File: config.mk
export PLATFORM = sky130hd
export DESIGN_NAME = cos_job_issuer_flat
export DESIGN_NICKNAME = d
export VERILOG_FILES = /design/src/rtl/cos_job_issuer_pkg.sv /design/src/rtl/cos_job_issuer_if.sv /design/src/rtl/cos_job_issuer.sv /design/src/flat_wrapper.sv
export SDC_FILE = /design/constraint.sdc
export NUM_CORES = 1
export LEC_CHECK = 0
export CELL_PAD_IN_SITES_DETAIL_PLACEMENT = 1
export CELL_PAD_IN_SITES_GLOBAL_PLACEMENT = 2
export CORE_ASPECT_RATIO = 1.5
export CORE_MARGIN = 2
export CORE_UTILIZATION = 30
export DETAILED_ROUTE_END_ITERATION = 6
export PLACE_DENSITY = 0.91
export SLEW_MARGIN = 25
export SYNTH_ARGS = -nofsm -noshare
export SYNTH_HDL_FRONTEND = slang
export SYNTH_SLANG_ARGS = --single-unit
File: constraint.sdc
create_clock -name clk -period 3.1 [get_ports clk]
set_input_delay 0.465 -clock clk [delete_from_list [all_inputs] [get_ports clk]]
set_output_delay 0.465 -clock clk [all_outputs]
set_load 0.01 [all_outputs]
File: src/rtl/cos_job_issuer_pkg.sv
// cos_job_issuer_pkg
//   Shared types and default sizing for the cos job issuer.
//   - issuer_state_t : job sequencing states IDLE -> LOAD -> START -> WAIT -> RESP
//   - *_DEF          : default operand width, start pulse width and watchdog limit
package cos_job_issuer_pkg;

   localparam int DATA_W_DEF      = 16;
   localparam int START_CYC_DEF   = 2;
   localparam int TIMEOUT_CYC_DEF = 64;

   typedef enum logic [2:0] {
      IDLE  = 3'd0,
      LOAD  = 3'd1,
      START = 3'd2,
      WAIT  = 3'd3,
      RESP  = 3'd4
   } issuer_state_t;

endpackage

File: src/rtl/cos_job_issuer_if.sv
// cos_job_issuer_if
//   Bundles the three handshakes around the issuer:
//   - upstream operand stream   : in_valid / in_ready / in_x
//   - controller/datapath pair  : dp_x / dp_ld / cu_start / cu_done / dp_result
//   - downstream result stream  : out_valid / out_ready / out_result / out_timeout
//   Modport master is the issuer's view; modport slave is the environment's view.
interface cos_job_issuer_if
   import cos_job_issuer_pkg::*;
#(
   parameter int DATA_W = DATA_W_DEF
);

   logic              in_valid;
   logic              in_ready;
   logic [DATA_W-1:0] in_x;
   logic [DATA_W-1:0] dp_x;
   logic              dp_ld;
   logic              cu_start;
   logic              cu_done;
   logic [DATA_W-1:0] dp_result;
   logic              out_valid;
   logic              out_ready;
   logic [DATA_W-1:0] out_result;
   logic              out_timeout;

   modport master (
      input  in_valid, in_x, cu_done, dp_result, out_ready,
      output in_ready, dp_x, dp_ld, cu_start, out_valid, out_result, out_timeout
   );

   modport slave (
      output in_valid, in_x, cu_done, dp_result, out_ready,
      input  in_ready, dp_x, dp_ld, cu_start, out_valid, out_result, out_timeout
   );

endinterface

File: src/rtl/cos_job_issuer.sv
// cos_job_issuer
//   Host-side initiator for the cos accelerator start/done handshake. Takes one
//   operand per job, loads it into the datapath, pulses the controller start,
//   waits for a fresh done edge (with a watchdog) and returns the captured
//   result downstream.
// Ports
//   clk   : rising-edge clock
//   rst   : asynchronous active-low reset
//   bus   : cos_job_issuer_if.master (operand stream, controller/datapath, result stream)
//   busy  : high in every state except IDLE
// All outputs are registers decoded from the next state, so they line up with
// the current state without any combinational path from inputs.
module cos_job_issuer
   import cos_job_issuer_pkg::*;
#(
   parameter int DATA_W      = DATA_W_DEF,
   parameter int START_CYC   = START_CYC_DEF,
   parameter int TIMEOUT_CYC = TIMEOUT_CYC_DEF
) (
   input  logic             clk,
   input  logic             rst,
   cos_job_issuer_if.master bus,
   output logic             busy
);

   // One counter serves both the start pulse width and the watchdog; the
   // extra bit keeps it from ever wrapping at TIMEOUT_CYC-1.
   localparam int               CNT_W      = $clog2(TIMEOUT_CYC) + 1;
   localparam logic [CNT_W-1:0] START_LAST = CNT_W'(START_CYC - 1);
   localparam logic [CNT_W-1:0] WAIT_LAST  = CNT_W'(TIMEOUT_CYC - 1);

   issuer_state_t     state_r, state_s;
   logic [CNT_W-1:0]  cnt_r, cnt_s;
   logic              done_q_r;
   logic              done_seen_r, done_seen_s;
   logic              rise_s;
   logic [DATA_W-1:0] dp_x_r, dp_x_s;
   logic [DATA_W-1:0] result_r, result_s;
   logic              timeout_r, timeout_s;
   logic              in_ready_r;
   logic              dp_ld_r;
   logic              cu_start_r;
   logic              out_valid_r;
   logic              busy_r;

   // Only a low-to-high edge of done counts, so a level left high by the
   // previous job can never complete the next one.
   assign rise_s = bus.cu_done & ~done_q_r;

   // Next-state, counter and capture logic.
   always_comb begin
      state_s     = state_r;
      cnt_s       = cnt_r;
      done_seen_s = done_seen_r;
      dp_x_s      = dp_x_r;
      result_s    = result_r;
      timeout_s   = timeout_r;
      case (state_r)
         IDLE: begin
            if (bus.in_valid && in_ready_r) begin
               dp_x_s  = bus.in_x;
               state_s = LOAD;
            end else begin
               state_s = IDLE;
            end
         end
         LOAD: begin
            done_seen_s = 1'b0;
            cnt_s       = {CNT_W{1'b0}};
            state_s     = START;
         end
         START: begin
            if (rise_s) begin
               done_seen_s = 1'b1;
            end else begin
               done_seen_s = done_seen_r;
            end
            if (cnt_r == START_LAST) begin
               cnt_s   = {CNT_W{1'b0}};
               state_s = WAIT;
            end else begin
               cnt_s = cnt_r + CNT_W'(1);
            end
         end
         WAIT: begin
            // A done edge takes priority over an expiring watchdog.
            if (done_seen_r || rise_s) begin
               result_s  = bus.dp_result;
               timeout_s = 1'b0;
               state_s   = RESP;
            end else if (cnt_r == WAIT_LAST) begin
               result_s  = {DATA_W{1'b0}};
               timeout_s = 1'b1;
               state_s   = RESP;
            end else begin
               cnt_s = cnt_r + CNT_W'(1);
            end
         end
         RESP: begin
            if (bus.out_ready) begin
               state_s = IDLE;
            end else begin
               state_s = RESP;
            end
         end
         default: begin
            state_s = IDLE;
         end
      endcase
   end

   // State, datapath captures and registered output decode.
   always_ff @(posedge clk or negedge rst) begin
      if (!rst) begin
         state_r     <= IDLE;
         cnt_r       <= {CNT_W{1'b0}};
         done_q_r    <= 1'b1;
         done_seen_r <= 1'b0;
         dp_x_r      <= {DATA_W{1'b0}};
         result_r    <= {DATA_W{1'b0}};
         timeout_r   <= 1'b0;
         in_ready_r  <= 1'b1;
         dp_ld_r     <= 1'b0;
         cu_start_r  <= 1'b0;
         out_valid_r <= 1'b0;
         busy_r      <= 1'b0;
      end else begin
         state_r     <= state_s;
         cnt_r       <= cnt_s;
         done_q_r    <= bus.cu_done;
         done_seen_r <= done_seen_s;
         dp_x_r      <= dp_x_s;
         result_r    <= result_s;
         timeout_r   <= timeout_s;
         in_ready_r  <= (state_s == IDLE);
         dp_ld_r     <= (state_s == LOAD);
         cu_start_r  <= (state_s == START);
         out_valid_r <= (state_s == RESP);
         busy_r      <= (state_s != IDLE);
      end
   end

   assign bus.in_ready    = in_ready_r;
   assign bus.dp_x        = dp_x_r;
   assign bus.dp_ld       = dp_ld_r;
   assign bus.cu_start    = cu_start_r;
   assign bus.out_valid   = out_valid_r;
   assign bus.out_result  = result_r;
   assign bus.out_timeout = timeout_r;
   assign busy            = busy_r;

endmodule

File: src/flat_wrapper.sv
// flat-port wrapper written by rule: the top's interface ports become plain ports
module cos_job_issuer_flat import cos_job_issuer_pkg::*;
#(
   parameter int DATA_W      = DATA_W_DEF,
   parameter int START_CYC   = START_CYC_DEF,
   parameter int TIMEOUT_CYC = TIMEOUT_CYC_DEF
)
  (clk, rst, busy, bus_in_valid, bus_in_x, bus_cu_done, bus_dp_result, bus_out_ready, bus_in_ready, bus_dp_x, bus_dp_ld, bus_cu_start, bus_out_valid, bus_out_result, bus_out_timeout);
  cos_job_issuer_if #(.DATA_W(DATA_W)) bus_i ();
  input  logic clk;
  input  logic rst;
  output logic busy;
  input wire logic [$bits(bus_i.in_valid)-1:0] bus_in_valid;
  input wire logic [$bits(bus_i.in_x)-1:0] bus_in_x;
  input wire logic [$bits(bus_i.cu_done)-1:0] bus_cu_done;
  input wire logic [$bits(bus_i.dp_result)-1:0] bus_dp_result;
  input wire logic [$bits(bus_i.out_ready)-1:0] bus_out_ready;
  output wire logic [$bits(bus_i.in_ready)-1:0] bus_in_ready;
  output wire logic [$bits(bus_i.dp_x)-1:0] bus_dp_x;
  output wire logic [$bits(bus_i.dp_ld)-1:0] bus_dp_ld;
  output wire logic [$bits(bus_i.cu_start)-1:0] bus_cu_start;
  output wire logic [$bits(bus_i.out_valid)-1:0] bus_out_valid;
  output wire logic [$bits(bus_i.out_result)-1:0] bus_out_result;
  output wire logic [$bits(bus_i.out_timeout)-1:0] bus_out_timeout;
  assign bus_i.in_valid = bus_in_valid;
  assign bus_i.in_x = bus_in_x;
  assign bus_i.cu_done = bus_cu_done;
  assign bus_i.dp_result = bus_dp_result;
  assign bus_i.out_ready = bus_out_ready;
  assign bus_in_ready = bus_i.in_ready;
  assign bus_dp_x = bus_i.dp_x;
  assign bus_dp_ld = bus_i.dp_ld;
  assign bus_cu_start = bus_i.cu_start;
  assign bus_out_valid = bus_i.out_valid;
  assign bus_out_result = bus_i.out_result;
  assign bus_out_timeout = bus_i.out_timeout;
  cos_job_issuer #(.DATA_W(DATA_W), .START_CYC(START_CYC), .TIMEOUT_CYC(TIMEOUT_CYC)) u_core (.clk(clk), .rst(rst), .bus(bus_i), .busy(busy));
endmodule
==> metrics.md, run 1 <==
| Metric | Value |
|---|---|
| Leak | `1.361 nW` |
| Setup TNS | `0 ns` |
| Post-CTS Repair Setup Buffers | `0` |
| Relative slew slack | `between 60 and 70%` |
| Slew @ Worst Pin | `0.5805 ns` |
| Critical path capture point type | `flop` |
| GR Overflow Total | `0` |
| CTS Hold Buffers Added | `0` |
| Post-route ant nets | `0` |
| Core Region | `approximately 6800 µm²` |
| Post-synth EDFFs | `0` |
| Root buf cell | `clkbuf_8` |
| WS Path Type | `flop to flop` |
| Synth-to-layout area growth | `44.38%` |
| First-pass DRT Iterations | `4` |
| Clk Latency, worst-skew pair | `0.30 ns` |
| Worst-path fanout max | `8` |
| I/O pin count | `75` |
| Vias in the first global route | `roughly 1700` |
| Hold Crit Class | `primary input to asynchronous set/reset pin` |
| N_diodes | `0` |
| Status | `finished, final reports clean` |
| DRC Markers | `0` |
| Cells after synthesis | `159` |
| Post-CTS sizing | `0` |
| Max cap viols | `0` |
| Synth cell types | `39` |
| Starting DRT DRC Count | `65` |
| Via count | `between 1500 and 2000` |
| CTS buffer count | `5` |
| Clock Power Share | `39.9%` |
| Endpoints failing hold | `0` |
| CP Data Arrival Time | `2.24 ns` |
| Vias per std cell | `5.016` |
| Slowest-stage cell, CP | `dfrtp_1` |
| CTS Buffer Depth | `2` |
| Mapped Nets | `198` |
| Largest net degree at the start of global routing | `27` |
| Clk slew on worst S/H paths | `roughly 0.090 ns` |
| Final nets | `between 200 and 300` |
| Fmax | `487.5 MHz` |
| Die Wd | `71.86 µm` |
| Hpwl dp | `3907 µm` |
| Sw frac | `around a fifth` |
| Final Cycle Share | `66.18%` |
| Minimum clock period | `~2 ns` |
| Ys async rst share | `100.0%` |
| Routed wire per std cell | `~17 µm` |
| Die area | `7601 µm²` |
| Critical Path RT | `3.29 ns` |
| RSZ-0062 raised after global routing | `false` |
| Synth warn | `0` |
| Initial antenna violation count | `0` |
| Row cnt | `37` |
| Main synth FF type | `dfrtp_1` |
| Post-Syn Area | `2072 µm²` |
| Drt total wl | `5224 µm` |
| Initial Util | `~30%` |
| CTS HTree Levels | `2` |
| Die Y | `approximately 110 µm` |
| Flops & latches, synth | `50` |
| First-pass GRT wire length | `8659 µm` |
| Port buffer count | `74` |
| Syn Area/Cell | `13.03 µm²` |
| Layout fillers | `about 720` |
| Max Transition Viols Final | `0` |
| Min Hold Slack | `approximately 0.15 ns` |
| Startpoint Class | `flop` |
| P_sw | `~230 µW` |
| Overall Power | `1.186 mW` |
| Max VDD drop | `about 190 µV` |
| GRT Resource Usage Total | `14.57%` |
| Setup Skew | `0.007529 ns` |
| CP peak stage delay | `0.45 ns` |
| Final setup viols | `0` |
| Layout cells sized above 1 | `14.47%` |
| Final GP Congestion | `approximately 0.74` |
| Power density cells | `around 400 nW/µm²` |
| CTS tree | `done` |
| CP Cell Sequence | `ha_1 -> and3_1 -> a211o_1 -> a221o_1 -> a32o_1` |
| Final instance area | `2992 µm²` |
| Internal power | `956.1 µW` |
| Area after DPL | `2875 µm²` |
| Seq pwr share | `55.1%` |
| Clock sink count | `50` |
| Sequential area share after synthesis | `60.51%` |
| Combinational share of power | `approximately 5.0%` |
[state kept, by name, indices dropped and copies added, names as in the netlist]
name and flops:
u_core.bus.cu_start 1, u_core.bus.dp_ld 1, u_core.bus.dp_x 16, u_core.bus.in_ready 1, u_core.bus.out_result 16, u_core.bus.out_timeout 1, u_core.bus.out_valid 1, u_core.busy 1
u_core.cnt_r 7, u_core.done_q_r 1, u_core.done_seen_r 1, u_core.state_r 3
[critical path, delay by kind of cell, from the launching register on]
kind / cells / cell delay, ns
AO/OA/AOI/OAI: 3 / 0.98
flip-flops: 1 / 0.45
adder cells (fa/ha/maj): 1 / 0.27
AND/OR/NAND/NOR: 1 / 0.25
[path summary, 6_finish.rpt]
path	from	cells past startpoint	endpoint	slack [ns]
max in group asynchronous	rst	2	u_core.bus.in_ready$_DFF_PN1_	2.14
max reg2reg	u_core.cnt_r[0]$_DFFE_PN0P_	5	u_core.cnt_r[4]$_DFFE_PN0P_	1.05
min in group clk	u_core.bus.dp_x[6]$_DFFE_PN0P_	1	u_core.bus.dp_x[6]$_DFFE_PN0P_	0.51
min reg2reg	u_core.bus.dp_x[6]$_DFFE_PN0P_	1	u_core.bus.dp_x[6]$_DFFE_PN0P_	0.51
min	rst	1	u_core.bus.out_result[8]$_DFFE_PN0P_	0.15
max	u_core.cnt_r[0]$_DFFE_PN0P_	5	u_core.cnt_r[4]$_DFFE_PN0P_	1.05
[final cells by class]
cell class | count | area, µm² | area share, %
repair buffers | 77 | 758.2 | 25.35
multi-input cells | 93 | 739.5 | 24.72
well taps | 78 | 97.59 | 3.262
inverters | 7 | 26.28 | 0.8783
clock inverters | 1 | 30.03 | 1.004
flip-flops and latches | 50 | 1254 | 41.91
clock buffers | 7 | 86.33 | 2.886
[cells in the mapped netlist (2+ instances only)]
cell,number,area [µm²]
a21oi_1,3,15.01
a221o_1,2,20.02
a221oi_1,3,26.28
a22o_1,16,140.1
a32o_1,2,20.02
and3_1,2,12.51
buf_2,6,30.03
dfrtp_1,48,1201
dfstp_2,2,52.55
ha_1,2,25.02
inv_1,7,26.28
mux2_2,16,180.2
mux2i_1,2,20.02
nand2_1,7,26.28
nand2b_1,2,12.51
nand3_1,6,30.03
nor2_1,6,22.52
o21ai_0,3,15.01
o22ai_1,3,18.77
or2_2,2,12.51
[kinds of logic (layout without fill, tap and decap cells)]
family,after synthesis,in the layout,share of synthesized area [%]
flops,50,50,60.51
compound gates,39,39,15.64
simple gates,34,34,9.180
mux,18,18,9.662
buf+inv,16,92,3.805
fa+ha+maj,2,2,1.208
[per-layer routing]
metal	up-vias	wire length, µm	global-route usage, %
li1	725	-	-
met1	798	2065	17.49
met2	42	2867	25.26
met3	5	207	3.059
met4	0	84	5.256
met5	-	0	0
[per-stage QoR]
step | std cells | setup WS [ns] | utilization (%)
after detailed placement | 305 | 0.8035 | 42.54
after global placement | 305 | 0.8946 | 42.54
after global routing | 313 | 0.9510 | 44.26
after CTS | 313 | 1.039 | 44.26
after floorplan | 159 | 1.235 | -
final | 313 | 1.049 | 44.26
[power groups by stage]
stage               Combinational (mW)  Sequential [mW]  Clock [mW]
global placement                0.0600            0.666           0
finish                          0.0595            0.653       0.473
CTS                             0.0613            0.653       0.493
floorplan                      0.00126            0.666           0
global route                    0.0656            0.653       0.518
detailed placement              0.0613            0.666           0
[cell usage in the layout, fill, tap and decap left out, drive strengths merged, types with 2 or more instances in the layout]
master,count
mux2i,2
or2,2
a221oi,3
clkdlybuf4s50,73
a21oi,4
nand2,7
dfrtp,48
buf,4
clkbuf,7
a32o,2
o22ai,3
dfstp,2
nand2b,2
nor2,6
inv,7
and3,2
a22o,16
o21ai,3
nand3,7
a221o,2
ha,2
mux2,16
Note: power is estimated with default switching activity, not from simulation.
==> run 2: changes to the inputs <==
--- a/config.mk
+++ b/config.mk
@@ -9,9 +9,9 @@
 export CELL_PAD_IN_SITES_GLOBAL_PLACEMENT = 2
 export CORE_ASPECT_RATIO = 1.5
 export CORE_MARGIN = 2
-export CORE_UTILIZATION = 30
+export CORE_UTILIZATION = 28
 export DETAILED_ROUTE_END_ITERATION = 6
-export PLACE_DENSITY = 0.91
+export PLACE_DENSITY = 0.86
 export SLEW_MARGIN = 25
 export SYNTH_ARGS = -nofsm -noshare
 export SYNTH_HDL_FRONTEND = slang
==> constraint.sdc (replaced) <==
create_clock -name clk -period 1.9 [get_ports clk]
set_input_delay 0.285 -clock clk [delete_from_list [all_inputs] [get_ports clk]]
set_output_delay 0.285 -clock clk [all_outputs]
set_load 0.01 [all_outputs]
==> run 2 against run 1 <==
Die area rose by 6.8%. First-iteration DRC count rose by 1.5%. Critical path depth rose by 1. Clock power rose by 34%. Flip-flop and latch count did not move.
==> metrics.md, run 2 (same netlist as run 1, synthesis figures left out) <==
| Metric | Value |
|---|---|
| Status | `finished, final reports clean (unchanged)` |
| Vias per std cell | `4.674 (was 5.016)` |
| Layout cells sized above 1 | `22.80% (was 14.47%)` |
| CP peak stage delay | `0.42 ns (was 0.45 ns)` |
| Largest net degree at the start of global routing | `33 (was 27)` |
| CTS tree | `done (unchanged)` |
| RSZ-0062 raised after global routing | `true (was false)` |
| Row cnt | `38 (was 37)` |
| Initial Util | `28.67% (was 30.66%)` |
| Routed wire per std cell | `15.92 µm (was 16.69 µm)` |
| Layout fillers | `803 (was 724)` |
| Max VDD drop | `340.7 µV (was 187.4 µV)` |
| Post-route ant nets | `0 (unchanged)` |
| Port buffer count | `74 (unchanged)` |
| Combinational share of power | `5.8% (was 5.0%)` |
| Clock sink count | `50 (unchanged)` |
| CTS Buffer Depth | `2 (unchanged)` |
| Min Hold Slack | `0.3984 ns (was 0.1499 ns)` |
| Synth-to-layout area growth | `53.99% (was 44.38%)` |
| Final instance area | `3191 µm² (was 2992 µm²)` |
| Slowest-stage cell, CP | `dfrtp_1 (unchanged)` |
| Sw frac | `22.64% (was 19.37%)` |
| Initial antenna violation count | `0 (unchanged)` |
| Final setup viols | `0 (unchanged)` |
| Clk slew on worst S/H paths | `0.10 ns (was 0.09 ns)` |
| Endpoints failing hold | `0 (unchanged)` |
| CTS HTree Levels | `2 (unchanged)` |
| Clock Power Share | `35.2% (was 39.9%)` |
| CP Data Arrival Time | `2.05 ns (was 2.24 ns)` |
| N_diodes | `0 (unchanged)` |
| Critical Path Start | `u_core.cnt_r[1]$_DFFE_PN0P_ (was u_core.cnt_r[0]$_DFFE_PN0P_)` |
| CTS buffer count | `5 (unchanged)` |
| Final GP Congestion | `0.8007 (was 0.7362)` |
| Area after DPL | `3020 µm² (was 2875 µm²)` |
| Via count | `1636 (was 1570)` |
| GRT Resource Usage Total | `13.95% (was 14.57%)` |
| Seq pwr share | `59.0% (was 55.1%)` |
| Leak | `1.445 nW (was 1.361 nW)` |
| Clk Latency, worst-skew pair | `0.30 ns (about the same)` |
| Most frequent cells in the layout | `clkdlybuf4s50_1 (73), dfrtp_1 (48), a22o_1 (16), mux2_2 (16), buf_4 (14) (was clkdlybuf4s50_1 (73), dfrtp_1 (48), a22o_1 (16), mux2_2 (16))` |
| Most common cell after layout, fill and taps aside | `clkdlybuf4s50_1 (unchanged)` |
| Slew @ Worst Pin | `0.4689 ns (was 0.5805 ns)` |
| Critical path buffer and inverter count | `1 (was 0)` |
| Fmax | `538.5 MHz (was 487.5 MHz)` |
| Hold Crit Class | `primary input to flop (was primary input to asynchronous set/reset pin)` |
| Die Y | `109.4 µm (was 105.8 µm)` |
| Final WS setup | `0.04314 ns (was 1.049 ns)` |
| Setup Skew | `0.006474 ns (was 0.007529 ns)` |
| Overall Power | `1.805 mW (was 1.186 mW)` |
| Vias in the first global route | `1779 (was 1728)` |
| Starting DRT DRC Count | `66 (was 65)` |
| I/O pin count | `75 (unchanged)` |
| WS Path Type | `flop to flop (unchanged)` |
| Critical path capture point type | `flop (unchanged)` |
| Final Cycle Share | `97.73% (was 66.18%)` |
| First-pass DRT Iterations | `4 (unchanged)` |
| Relative slew slack | `68.74% (was 61.30%)` |
| Crit path max-delay family | `compound AO/OA/AOI/OAI gates (unchanged)` |
| Internal power | `1.396 mW (was 956.1 µW)` |
| Post-placement setup slack | `0.005820 ns (was 0.8035 ns)` |
| Max Transition Viols Final | `0 (unchanged)` |
| Max cap viols | `0 (unchanged)` |
| R2r startpoint | `u_core.cnt_r[1]$_DFFE_PN0P_ (was u_core.cnt_r[0]$_DFFE_PN0P_)` |
| Startpoint Class | `flop (unchanged)` |
| Power density cells | `565.7 nW/µm² (was 396.3 nW/µm²)` |
| Die Wd | `74.24 µm (was 71.86 µm)` |
| Worst-path fanout max | `5 (was 8)` |
| Final nets | `288 (was 273)` |
| HP Start | `bus_cu_done` |
| GR Overflow Total | `0 (unchanged)` |
| First-pass GRT wire length | `8707 µm (was 8659 µm)` |
| Minimum clock period | `1.857 ns (was 2.051 ns)` |
| DRC Markers | `0 (unchanged)` |
| Root buf cell | `clkbuf_8 (unchanged)` |
| CP Cell Sequence | `ha_2 -> and3_4 -> a211o_4 -> buf_6 -> a221oi_1 -> o22ai_1 (was ha_1 -> and3_1 -> a211o_1 -> a221o_1 -> a32o_1)` |
| P_sw | `408.6 µW (was 229.6 µW)` |
| Die area | `8118 µm² (was 7601 µm²)` |
| Critical Path RT | `2.09 ns (was 3.29 ns)` |
| Drt total wl | `5572 µm (was 5224 µm)` |
| Hpwl dp | `3974 µm (was 3907 µm)` |
| Core Region | `7227 µm² (was 6759 µm²)` |
[run 2: layout make-up]
cell class,count,area [µm²],area share [%]
flip-flops and latches,50,1254,39.29
repair buffers,92,902.1,28.27
multi-input cells,93,795.8,24.94
well taps,100,125.1,3.922
clock buffers,5,68.82,2.157
inverters,7,26.28,0.8235
clock inverters,3,18.77,0.5882
[run 2: worst paths after layout]
| kind | slack [ns] | end | cells after the start |
|---|---|---|---|
| worst min register to register | 0.51 | u_core.bus.dp_x[4]$_DFFE_PN0P_ | 1 |
| worst min-delay path | 0.40 | u_core.done_q_r$_DFF_PN1_ | 1 |
| max in group asynchronous | 0.84 | u_core.bus.in_ready$_DFF_PN1_ | 3 |
| worst max register to register | 0.04 | u_core.cnt_r[2]$_DFFE_PN0P_ | 6 |
| worst max-delay path | 0.04 | u_core.cnt_r[2]$_DFFE_PN0P_ | 6 |
| min in group asynchronous | 0.46 | u_core.bus.dp_x[9]$_DFFE_PN0P_ | 2 |
[run 2: what timing repair did]
item | in CTS | in global routing
setup buffers | 1 | 1
endpoints found under the hold margin | 17 | 0
hold buffers | 1 | 0
resized for setup | 1 | 9
endpoints found under the setup margin | 5 | 7
pin swaps | 0 | 3
[run 2: worst register-to-register path, cell delays in order, from the launching register on]
cell      delay, ns
dfrtp_1        0.42
ha_2           0.20
and3_4         0.18
a211o_4        0.36
buf_6          0.15
a221oi_1       0.31
o22ai_1        0.12
[run 2: routing by layer]
layer	up-vias	track usage [%]	part of all wire (%)
met4	0	3.444	0.75
met5	-	0	0
met2	42	25.32	56
met1	832	16.44	40
met3	4	3.116	3.9
li1	758	-	-
[run 2: power by group through the flow]
| stage | sequential [mW] | combinational, mW | clock (mW) |
|---|---|---|---|
| after CTS | 1.07 | 0.107 | 0.662 |
| final | 1.07 | 0.104 | 0.635 |
| after global routing | 1.07 | 0.115 | 0.701 |
| after floorplan | 1.09 | 0.00205 | 0 |
| after global placement | 1.09 | 0.103 | 0 |
| after detailed placement | 1.09 | 0.105 | 0 |
[run 2: stage by stage]
stage                     util (%)  setup TNS, ns  std cells
final                        44.15              0        350
after global routing         44.15        -0.1512        350
after CTS                    43.32              0        349
after detailed placement     41.79              0        339
after global placement       41.79              0        339
after floorplan                  -              0        159
